===== src/rtl/man_pkg.sv =====
// Shared types for the Manchester transmit path: FSM state encoding and line polarity.
package man_pkg;
  typedef enum logic [2:0] {IDLE, PRE, DATA, PAR, GAP} state_t;

  // A 0 bit is sent high-then-low on the line.
  localparam logic MAN_ZERO_FIRST = 1'b1;
endpackage


===== src/rtl/man_encoder_hb.sv =====
// Half-bit Manchester encoder: maps NRZ bit and phase to the line level.
// Purely combinational; the parent registers the result, and there is no backpressure.
module man_encoder_hb
  import man_pkg::*;
(
  input  logic nrz,
  input  logic phase,
  output logic man
);
  assign man = nrz ^ phase ^ MAN_ZERO_FIRST;
endmodule


===== src/rtl/man_tx_ctrl.sv =====
// Manchester transmit sequencer: preamble, LSB-first words with optional parity, then idle gap.
// The line appears one cycle after accept; in_ready opens only in IDLE or in the last half-bit of a word.
module man_tx_ctrl
  import man_pkg::*;
#(
  parameter int DATA_W       = 8,
  parameter int PREAMBLE_LEN = 8,
  parameter int PARITY_EN    = 1,
  parameter int IDLE_GAP     = 4
) (
  input  logic              clk,
  input  logic              rst_n,
  input  logic [DATA_W-1:0] in_data,
  input  logic              in_valid,
  output logic              in_ready,
  output logic              man,
  output logic              tx_en,
  output logic              busy,
  output logic              frame_done
);
  localparam int CNT_MAX = (PREAMBLE_LEN > DATA_W) ? PREAMBLE_LEN : DATA_W;
  localparam int CW      = $clog2(CNT_MAX + 1);
  localparam int GW      = $clog2(IDLE_GAP + 1);

  state_t            state, state_n;
  logic              phase, phase_n;
  logic [CW-1:0]     bit_cnt, bit_cnt_n;
  logic [DATA_W-1:0] sreg, sreg_n;
  logic              par, par_n;
  logic [GW-1:0]     gap_cnt, gap_cnt_n;
  logic              rst_done;
  logic              idle_rdy, last_bit;
  logic              nrz_n, enc_man, tx_en_n;

  always_comb begin
    state_n    = state;
    phase_n    = phase;
    bit_cnt_n  = bit_cnt;
    sreg_n     = sreg;
    par_n      = par;
    gap_cnt_n  = gap_cnt;
    in_ready   = 1'b0;
    frame_done = 1'b0;
    idle_rdy   = (state == IDLE) && rst_done && (gap_cnt == '0);
    last_bit   = (state == PAR) ||
                 ((state == DATA) && (bit_cnt == CW'(DATA_W - 1)) && (PARITY_EN == 0));

    case (state)
      IDLE: begin
        in_ready = idle_rdy;
        if (in_valid && idle_rdy) begin
          state_n   = PRE;
          phase_n   = 1'b0;
          bit_cnt_n = '0;
          sreg_n    = in_data;
          par_n     = 1'b0;
        end
      end
      PRE: begin
        phase_n = ~phase;
        if (phase) begin
          if (bit_cnt == CW'(PREAMBLE_LEN - 1)) begin
            state_n   = DATA;
            bit_cnt_n = '0;
          end else begin
            bit_cnt_n = bit_cnt + CW'(1);
          end
        end
      end
      DATA: begin
        phase_n = ~phase;
        if (phase) begin
          sreg_n = sreg >> 1;
          par_n  = par ^ sreg[0];
          if (bit_cnt == CW'(DATA_W - 1)) begin
            bit_cnt_n = '0;
            if (PARITY_EN != 0) state_n = PAR;
          end else begin
            bit_cnt_n = bit_cnt + CW'(1);
          end
        end
      end
      PAR: phase_n = ~phase;
      GAP: begin
        gap_cnt_n = gap_cnt - GW'(1);
        if (gap_cnt <= GW'(1)) begin
          state_n   = IDLE;
          gap_cnt_n = '0;
        end
      end
      default: state_n = IDLE;
    endcase

    // Word boundary: either chain the next word straight into DATA or close the frame.
    if (last_bit && phase) begin
      in_ready = 1'b1;
      if (in_valid) begin
        state_n   = DATA;
        bit_cnt_n = '0;
        sreg_n    = in_data;
        par_n     = 1'b0;
      end else begin
        frame_done = 1'b1;
        state_n    = GAP;
        gap_cnt_n  = GW'(IDLE_GAP);
      end
    end
  end

  // Line value is built from next-state so man/tx_en land in the cycle after accept.
  always_comb begin
    case (state_n)
      PRE:     nrz_n = ~bit_cnt_n[0];
      DATA:    nrz_n = sreg_n[0];
      PAR:     nrz_n = par_n;
      default: nrz_n = 1'b0;
    endcase
    tx_en_n = (state_n == PRE) || (state_n == DATA) || (state_n == PAR);
  end

  man_encoder_hb u_enc (
    .nrz   (nrz_n),
    .phase (phase_n),
    .man   (enc_man)
  );

  always_ff @(posedge clk or negedge rst_n) begin
    if (!rst_n) begin
      state    <= IDLE;
      phase    <= 1'b0;
      bit_cnt  <= '0;
      sreg     <= '0;
      par      <= 1'b0;
      gap_cnt  <= '0;
      rst_done <= 1'b0;
      man      <= 1'b0;
      tx_en    <= 1'b0;
    end else begin
      state    <= state_n;
      phase    <= phase_n;
      bit_cnt  <= bit_cnt_n;
      sreg     <= sreg_n;
      par      <= par_n;
      gap_cnt  <= gap_cnt_n;
      rst_done <= 1'b1;
      man      <= tx_en_n & enc_man;
      tx_en    <= tx_en_n;
    end
  end

  assign busy = (state != IDLE);
endmodule

===== config.mk =====
export PLATFORM = sky130hd
export DESIGN_NAME = man_tx_ctrl
export DESIGN_NICKNAME = d
export VERILOG_FILES = /design/src/rtl/man_pkg.sv /design/src/rtl/man_encoder_hb.sv /design/src/rtl/man_tx_ctrl.sv
export SDC_FILE = /design/constraint.sdc
export NUM_CORES = 1
export LEC_CHECK = 0
export ABC_CLOCK_PERIOD_IN_PS = 3300
export CORE_MARGIN = 2
export CORE_UTILIZATION = 55
export CTS_CLUSTER_DIAMETER = 30
export DETAILED_ROUTE_END_ITERATION = 7
export GPL_TIMING_DRIVEN = 0
export HOLD_SLACK_MARGIN = 0.12
export PLACE_DENSITY = 0.89
export SYNTH_ARGS = -nofsm -noshare
export SYNTH_HDL_FRONTEND = slang
export SYNTH_SLANG_ARGS = --single-unit

===== constraint.sdc =====
create_clock -name clk -period 3.3 [get_ports clk]
set_input_delay 0.495 -clock clk [delete_from_list [all_inputs] [get_ports clk]]
set_output_delay 0.495 -clock clk [all_outputs]
set_load 0.005 [all_outputs]

### After elaboration in Yosys (flattened, before gate mapping)

Cells that the tools add are included.

| storage, ports and cells | value |
|---|---|
| bits in registers | 23 |
| input port bits | 11 |
| output and inout port bits | 5 |
| word-level logic and storage cells | 73 |

| cells by class | value |
|---|---|
| add/sub/neg operators | 2 |
| $lt $le $gt $ge | 1 |
| eq/ne operators | 8 |
| muxes and demuxes | 36 |
| bitwise gates (word level) | 6 |
| reduce and logical (&&, ||, !) cells | 11 |

Operators by type and width:

| cell | count |
|---|---|
| two-way mux 3 bit | 12 |
| two-way mux 8 bit | 4 |
| two-way mux 4 bit | 5 |
| case mux 8 bit (2 select lines) | 1 |
| case mux 3 bit (5 select lines) | 1 |
| equality test 3 x 2 -> 1 bit (second input constant) | 4 |
| two-way mux 1 bit | 9 |
| case mux 4 bit (2 select lines) | 1 |
| equality test 3 x 1 -> 1 bit (second input constant) | 2 |
| logical NOT 3 bit | 2 |
| adder 4 x 1 -> 4 bit (second input constant) | 1 |
| equality test 4 x 3 -> 1 bit (second input constant) | 1 |
| logical AND 1 bit | 4 |
| case mux 1 bit (2 select lines) | 2 |
| equality test 3 bit (second input constant) | 1 |
| less-or-equal comparator 3 x 1 -> 1 bit (second input constant) | 1 |
| NOT 1 bit | 3 |
| case mux 1 bit (3 select lines) | 1 |
| nonzero test 3 bit | 1 |
| OR reduction 3 bit | 1 |
| subtractor 3 x 1 -> 3 bit (second input constant) | 1 |
| logical OR 1 bit | 2 |
| OR reduction 2 bit | 1 |
| XOR 1 bit | 2 |
| bitwise AND 1 bit | 1 |

### Longest topological paths before layout

Gate-level depths: netlist of run 1.

| logic depth | value |
|---|---|
| word-level depth | 13 |
| depth in mapped cells | 8 |

### Hierarchy

A second synthesis of run 1 with hierarchy kept.

| unflattened totals | value |
|---|---|
| cells, all modules | 158 |
| area, all modules | 1,426.4 um^2 |

By module, submodules not included:

| module | times used | cells each | area each (um^2) | sequential area each (um^2) |
|---|---|---|---|---|
| man_tx_ctrl | 1 | 157 | 1,417.6 | 575.6 |
| man_encoder_hb | 1 | 1 | 8.8 | 0.0 |

### Worst setup path after synthesis of run 1

No wires, ideal clock.

| path | value |
|---|---|
| path kind | register to register |
| start | register gap_cnt[0] |
| end | register man |
| library setup time | 0.125 ns |
| arrival | 2.013 ns |
| required time | 3.175 ns |
| slack | 1.162 ns |
| stages on the path, launching flop included | 9 |
| cell sequence | dfrtp_1 > inv_1 > ha_1 > and4b_4 > a221o_1 > a221oi_2 > a2bb2oi_2 > o31ai_2 > mux2_4 |

| between the ends | value |
|---|---|
| longest elaborated chain between the ends | 12 |
| elaborated cells on any way between the ends | 32 |

RTL lines:

| what | RTL line | RTL |
|---|---|---|
| start: declaration | man_tx_ctrl.sv:30 | `logic [GW-1:0] gap_cnt, gap_cnt_n;` |
| start signal: assignment | man_tx_ctrl.sv:144 | `gap_cnt <= gap_cnt_n;` |
| logical NOT 3 bit * | man_tx_ctrl.sv:44 | `idle_rdy = (state == IDLE) && rst_done && (gap_cnt == '0);` |
| logical AND 1 bit * | man_tx_ctrl.sv:44 |  |
| logical AND 1 bit * | man_tx_ctrl.sv:51 | `if (in_valid && idle_rdy) begin` |
| two-way mux 4 bit * | man_tx_ctrl.sv:51 |  |
| case mux 4 bit (2 select lines) * | man_tx_ctrl.sv:48 | `case (state)` |
| two-way mux 4 bit | man_tx_ctrl.sv:97 | `if (in_valid) begin` |
| two-way mux 4 bit * | man_tx_ctrl.sv:95 | `if (last_bit && phase) begin` |
| named net bit_cnt_n[0] | man_tx_ctrl.sv:27 | `logic [CW-1:0] bit_cnt, bit_cnt_n;` |
| NOT 1 bit * | man_tx_ctrl.sv:113 | `PRE: nrz_n = ~bit_cnt_n[0];` |
| case mux 1 bit (3 select lines) * | man_tx_ctrl.sv:112 | `case (state_n)` |
| XOR 1 bit * | man_encoder_hb.sv:10 | `assign man = nrz ^ phase ^ MAN_ZERO_FIRST;` |
| NOT 1 bit (no source line) * | -- |  |
| bitwise AND 1 bit * | man_tx_ctrl.sv:146 | `man <= tx_en_n & enc_man;` |
| end signal: assignment | man_tx_ctrl.sv:146 |  |
| end: declaration | man_tx_ctrl.sv:16 | `output logic man,` |

Mark *: on every way through the listed nets, which the timed path passes. The rest lies on a longest branch.

### Final worst setup path of run 1

| path | value |
|---|---|
| start | input in_valid |
| end | output frame_done |

| between the ends | value |
|---|---|
| longest elaborated chain between the ends | 2 |

RTL lines:

| what | RTL line | RTL |
|---|---|---|
| start: declaration | man_tx_ctrl.sv:14 | `input logic in_valid,` |
| two-way mux 1 bit | man_tx_ctrl.sv:97 |  |
| two-way mux 1 bit | man_tx_ctrl.sv:95 |  |
| end: declaration | man_tx_ctrl.sv:19 | `output logic frame_done` |

No other way between the ends.

==> reports/qor.tcl, run 1 <==
set qor(setup_ws_ps) 667
set qor(crit_top_cell) {clkdlybuf4s50_1}
set qor(worst_path_maximum_fanout) 6
set qor(flop_and_latch_count_out_of_synthesis) 23
set qor(initial_core_util) 0.570
set qor(worstSetupEndpointType) {output pin}
set qor(cts_buffers) 3
set qor(rsz0062_at_grt) {false}
set qor(layout_min_cycle_time_ps) 2630
set qor(grt_max_degree) 24
set qor(netlist_instances) 153
set qor(place_inst) 198
set qor(timing.critical_path.slowest_stage_cell) {clkdlybuf4s50_1}
set qor(setup-tns-final_ps) 0
set qor(first_global_vias) 1124
set qor(routed_wirelength_um) 3100
set qor(nFillCells) 212
set qor(worst_ep_arrival_time_ps) 2140
set qor(worst_ir_drop_vdd_v) 0.000464
set qor(io-pin-count) 16
set qor(worst_ep_required_time_ps) 2800
set qor(grt_first_pass_wirelength_um) 4920
set qor(postPlaceCellArea_um2) 1590
set qor(antennaDiodeCount) 0
set qor(post-route-period-util) 0.798
set qor(clock_latency_ps) 320
set qor(slew-limit-headroom) 0.310
set qor(ctsRootBufferMaster) {clkbuf_4}
set qor(die_h_um) 54.5
set qor(drtIter0Drc) 27
set qor(critical_path_startpoint_category) {input port}
set qor(antenna_found_initial) 0
set qor(post-route-cell-area_um2) 1620
set qor(post-route-util) 0.658
set qor(drt.antenna.violating_nets) 0
set qor(cts_tree) {done}
set qor(detailedPlacementHpwl_um) 2280
set qor(fraction_of_layout_cells_with_a_size_suffix_above_1) 0.122
set qor(grt.overflow.total) 0
set qor(die-width_um) 54.5
set qor(setup_viol) 0
set qor(leakage_uw) 0.000705
set qor(viasPerCell) 6.04
set qor(h-tree-depth) 1
set qor(yosys.cell_types.count) 48
set qor(core_box_area_um2) 2450
set qor(report.final.hold_viol_count) 0
set qor(clock-sinks) 23
set qor(design.final.nets) 188
set qor(placement.setup.worst_slack_ps) 448
set qor(final_max_slew_viol_count) 0
set qor(number_of_buffer_cells_added_on_primary_ports) 15
set qor(die_area_um2) 2970
set qor(drt-pass1-iter-count) 4
set qor(dr_total_vias) 1220
set qor(synth_seq_area_share) 0.411
set qor(worst_clock_skew_ps) 3.74
set qor(fmaxAchievable_ghz) 0.380
set qor(avgSynthCellArea_um2) 9.15
set qor(cpLargestDelayFamily) {buffers and inverters}
set qor(maxCapViolCount) 0
set qor(postCtsSetupRepairBufs) 0
set qor(post_cts_resize_count) 0
set qor(syn_nets) 168
set qor(fp-row-count) 18
set qor(cts_hold_buffers) 0
set qor(globalRouteTotalUtil) 0.232
set qor(yosys_warnings) 0
set qor(path_cells) {clkdlybuf4s50_1 > nor3_1 > clkdlybuf4s50_1}
set qor(transition_time_at_the_pin_with_the_least_slew_margin_ps) 1030
set qor(power_density_nw_per_um2) 749
set qor(critical_path_class) {input port to output pin}
set qor(layout.cells.non_filler) 202
set qor(cts_buffer_depth) 2
set qor(routedWlPerCell_um) 15.4
set qor(outcome) {completed}
set qor(flow.area_growth_from_synthesis_pct) 15.4
set qor(place.gp.congestion) 0.918
set qor(cp.buffers_inverters) 2
set qor(drt_drc_violations_left) 0
set qor(critical_path.max_stage_delay_ps) 610
set qor(min-delay-path-class) {flip-flop to flip-flop}
set qor(syn_area_um2) 1400
set qor(worst_setup_hold_path_clk_slew_ps) 130
## metal layers
metal,share of wire,up-vias,track usage
li1,-,594,-
met5,0,-,0
met1,0.43,586,0.269
met2,0.50,32,0.410
met4,0.016,0,0.0708
met3,0.048,8,0.0656
## through the flow
stage	hold slack, ps	total power (uW)
finish	555	1210
global placement	503	1040
floorplan	199	905
detailed placement	531	1070
global route	568	1310
CTS	562	1210
## state kept, by name (all words and copies together) (netlist names)
register,flops
sreg,8
bit_cnt,4
gap_cnt,3
state,3
man,1
par,1
phase,1
rst_done,1
tx_en,1
## final timing paths
check / from / to / slack (ps) / cells past startpoint
max in group asynchronous: rst_n / bit_cnt[2] / 1960 / 1
hold / removal: sreg[7] / sreg[7] / 560 / 1
hold reg to reg: sreg[7] / sreg[7] / 560 / 1
setup / recovery: in_valid / frame_done / 670 / 3
min in group asynchronous: rst_n / sreg[5] / 720 / 1
setup reg to reg: state[2] / man / 940 / 7
## logic make-up (layout without fill, tap and decap cells)
family	count (synthesis)	count (layout)	synth area share
and+or+nand+nor	59	59	0.245
AOI/OAI and AO/OA	49	49	0.241
DFF	23	23	0.411
buffers and inverters	15	34	0.0456
adders and majority gates	4	4	0.0357
muxes	2	2	0.0188
other	1	1	0.00268
## cell type report
class	count	area, um2	share of cell area
tap	30	37.5	0.0232
multi-input combinational	115	761	0.471
clock buffer	3	22.5	0.0139
timing repair buffer	15	150	0.0930
inverter	8	30.0	0.0186
buffer	7	33.8	0.0209
clock inverter	1	5.00	0.00310
sequential	23	576	0.356
## worst register-to-register path, delay by kind of cell, from the launching register on
family	cells	cell delay, ps
AOI/OAI and AO/OA	3	450
and+or+nand+nor	2	960
buffers and inverters	1	180
DFF	1	380
muxes	1	300
## cells in the final DEF (no fill, tap or decap), types with 2 or more instances in the layout
cell type,instances
dfrtp_1,23
clkdlybuf4s50_1,15
o21ai_0,14
nand2_1,13
nor2_1,11
a21oi_1,9
inv_1,8
a22oi_1,7
buf_2,6
nor3_1,5
nor2b_1,4
ha_1,4
nand3b_1,3
nand2b_1,3
a31oi_1,3
nand3_1,3
clkbuf_4,3
or3_1,2
nand4b_1,2
a32oi_1,2
a211oi_1,2
## power breakdown
part / leakage [uW] / internal (uW) / switching, uW
registers: 0.000288 / 392 / 92.7
clock network: 0.0000177 / 45.4 / 89.3
logic: 0.000399 / 288 / 302
total: 0.000705 / 725 / 484
## cells in the mapped netlist, drive strengths merged
cell type  number  share of area
clkbuf          1         0.0027
o21bai          1         0.0054
a21boi          1         0.0054
ha              4          0.036
a2bb2oi         2          0.017
a32o            1         0.0071
and4b           2          0.017
a31oi           3          0.013
o21ai          14          0.050
and3b           1         0.0063
buf             6          0.021
a211oi          2          0.011
nand3b          3          0.016
nor2b           4          0.018
or3             2         0.0089
a21o            1         0.0054
conb            1         0.0027
nand4           1         0.0045
or4b            1         0.0071
a221oi          1          0.011
o21a            1         0.0054
nor2           11          0.029
nand2          13          0.035
nand4b          2          0.013
or2             2         0.0089
and2            1         0.0045
and2b           1         0.0063
a21oi           9          0.032
or4             1         0.0054
a32oi           2          0.013
a211o           1         0.0071
a221o           1         0.0071
dfrtp          23           0.41
a22oi           7          0.038
nand2b          4          0.023
nand3           3          0.011
o31ai           2          0.014
inv             8          0.021
mux2            2          0.019
nor3            6          0.025
nor4b           1         0.0063
Note: power is estimated with default switching activity, not from simulation.
==> inputs of run 2 (changes only) <==
ABC_CLOCK_PERIOD_IN_PS = 2600   (was 3300)
clock period = 2.6 ns   (was 3.3 ns; I/O delays follow)
==> run 2 against run 1 <==
Against the previous run:
- clock power increased by 26%
- power increased by 27%
- non-clock buffer count did not move
- die area did not move
- global-route usage unchanged
- core utilization grew 0.20 points
- critical path depth rose by 4
- combinational power is 27% higher
- worst setup slack lost 550 ps
- final area grew 0.31%
==> reports/qor.tcl, run 2 (synthesized netlist as in run 1, its figures left out) <==
set qor(cts_buffer_depth) 2 ;# unchanged
set qor(registers.top_by_ff_count) {sreg} ;# unchanged
set qor(clock-sinks) 23 ;# unchanged
set qor(cts_hold_buffers) 0 ;# unchanged
set qor(die-width_um) 54.5 ;# unchanged
set qor(h-tree-depth) 1 ;# unchanged
set qor(worst_setup_hold_path_clk_slew_ps) 130 ;# about the same
set qor(initial_core_util) 0.570 ;# unchanged
set qor(worst_path_maximum_fanout) 10 ;# was 6
set qor(critical_path_startpoint_category) {input port} ;# unchanged
set qor(worstSetupEndpointType) {flip-flop} ;# was output pin
set qor(commonest_cells_after_routing_fill_and_taps_aside) {dfrtp_1 (23), clkdlybuf4s50_1 (15), o21ai_0 (14), nand2_1 (13), nor2_1 (11)} ;# unchanged
set qor(critical_path.max_stage_delay_ps) 870 ;# was 610 ps
set qor(globalRouteTotalUtil) 0.232 ;# unchanged
set qor(cts_buffers) 3 ;# unchanged
set qor(fmaxAchievable_ghz) 0.402
set qor(final_max_slew_viol_count) 0 ;# unchanged
set qor(largest_register_ff_count) 8 ;# unchanged
set qor(antennaDiodeCount) 0 ;# unchanged
set qor(slew-limit-headroom) 0.284 ;# was 0.310
set qor(setup-tns-final_ps) 0 ;# unchanged
set qor(report.final.hold_viol_count) 0 ;# unchanged
set qor(io-pin-count) 16 ;# unchanged
set qor(drtIter0Drc) 25 ;# was 27
set qor(outcome) {completed} ;# unchanged
set qor(dr_total_vias) 1206 ;# was 1220
set qor(viasPerCell) 5.97 ;# was 6.04
set qor(cp.buffers_inverters) 2 ;# unchanged
set qor(routedWlPerCell_um) 15.4 ;# about the same
set qor(layout_min_cycle_time_ps) 2490
set qor(grt_max_degree) 24 ;# unchanged
set qor(cpLargestDelayFamily) {simple AND/OR/NAND/NOR gates} ;# was buffers and inverters
set qor(die_h_um) 54.5 ;# unchanged
set qor(rsz0062_at_grt) {false} ;# unchanged
set qor(die_area_um2) 2970 ;# unchanged
set qor(worst_clock_skew_ps) 3.50 ;# was 3.74 ps
set qor(setup_ws_ps) 113 ;# was 667 ps
set qor(antenna_found_initial) 0 ;# unchanged
set qor(layout_commonest_cell) {dfrtp_1} ;# unchanged
set qor(min-delay-path-class) {flip-flop to flip-flop} ;# unchanged
set qor(worst_ir_drop_vdd_v) 0.000589 ;# was 0.000464 V
set qor(path_cells) {clkdlybuf4s50_1 > inv_1 > nor3_1 > a31oi_1 > a2bb2oi_2 > o31ai_2 > mux2_4} ;# was clkdlybuf4s50_1 > nor3_1 > clkdlybuf4s50_1
set qor(clock_latency_ps) 320 ;# about the same
set qor(first_global_vias) 1124 ;# unchanged
set qor(number_of_buffer_cells_added_on_primary_ports) 15 ;# unchanged
set qor(fp-row-count) 18 ;# unchanged
set qor(placement.setup.worst_slack_ps) -147 ;# was 448 ps
set qor(drt_drc_violations_left) 0 ;# unchanged
set qor(detailedPlacementHpwl_um) 2280 ;# unchanged
set qor(transition_time_at_the_pin_with_the_least_slew_margin_ps) 1070 ;# was 1030 ps
set qor(design.final.nets) 188 ;# unchanged
set qor(cts_tree) {done} ;# unchanged
set qor(setup_viol) 0 ;# unchanged
set qor(critical_path_class) {input port to flip-flop} ;# was input port to output pin
set qor(grt.overflow.total) 0 ;# unchanged
set qor(drt.antenna.violating_nets) 0 ;# unchanged
set qor(maxCapViolCount) 0 ;# unchanged
set qor(flow.area_growth_from_synthesis_pct) 15.7 ;# was 15.4%
set qor(top_regs) {sreg (8), bit_cnt (4)} ;# unchanged
set qor(leakage_uw) 0.000706 ;# was 0.000705 uW
set qor(routed_wirelength_um) 3110 ;# was 3100 um
set qor(power_density_nw_per_um2) 947 ;# was 749 nW/um2
set qor(drt-pass1-iter-count) 4 ;# unchanged
set qor(timing.critical_path.slowest_stage_cell) {nor3_1} ;# was clkdlybuf4s50_1
set qor(ctsRootBufferMaster) {clkbuf_4} ;# unchanged
set qor(worst_ep_arrival_time_ps) 2710 ;# was 2140 ps
set qor(grt_first_pass_wirelength_um) 4920 ;# unchanged
set qor(worst_ep_required_time_ps) 2820 ;# was 2800 ps
set qor(place.gp.congestion) 0.918 ;# unchanged
set qor(post-route-period-util) 0.957
set qor(core_box_area_um2) 2450 ;# unchanged
set qor(fraction_of_layout_cells_with_a_size_suffix_above_1) 0.128 ;# was 0.122
-- run 2: cell count changes in the layout (fill, tap and decap cells not counted) --
| cell | delta |
|---|---|
| nor3_1 | -1 |
| nor3_2 | +1 |
-- run 2: area by class of cell --
| type | count | area, um2 |
|---|---|---|
| multi-input cells | 115 | 766 |
| inverters | 8 | 30.0 |
| flip-flops and latches | 23 | 576 |
| well taps | 30 | 37.5 |
| fillers | 211 | 835 |
| repair buffers | 15 | 150 |
| clock buffers | 3 | 22.5 |
| plain buffers | 7 | 33.8 |
| clock inverters | 1 | 5.00 |
-- run 2: repair_timing --
action,CTS,global route
setup endpoints to repair,0,1
gates resized for setup,0,1
setup buffers,0,0
-- run 2: power breakdown --
part           switching, uW  internal (uW)
clock network            112           57.6
logic                    384            365
registers                119            498
-- run 2: stage by stage --
| step | total power (uW) | cells | hold slack (ps) | instance area [um2] | util |
|---|---|---|---|---|---|
| after CTS | 1540 | 202 | 562 | 1620 | 0.658 |
| after global routing | 1660 | 202 | 568 | 1620 | 0.660 |
| after detailed placement | 1360 | 198 | 531 | 1590 | 0.647 |
| after global placement | 1310 | 198 | 503 | 1590 | 0.647 |
| final | 1540 | 202 | 555 | 1620 | 0.660 |
| after floorplan | 1150 | 153 | 94.4 | 1400 | - |
-- run 2: worst paths after layout --
path                           from  slack (ps)  cells after the start          to
max                        in_valid         110                      7         man
max reg2reg                state[0]         200                      7         man
min                         sreg[7]         550                      1     sreg[7]
min in group asynchronous     rst_n         620                      1     sreg[5]
min reg2reg                 sreg[7]         550                      1     sreg[7]
max in group asynchronous     rst_n        1360                      1  bit_cnt[2]
-- run 2: routing by layer --
layer / up-vias / track usage / share of wire
met5: - / 0 / 0
met4: 0 / 0.0708 / 0.012
met3: 4 / 0.0656 / 0.060
met2: 34 / 0.410 / 0.50
met1: 572 / 0.269 / 0.43
li1: 596 / - / -
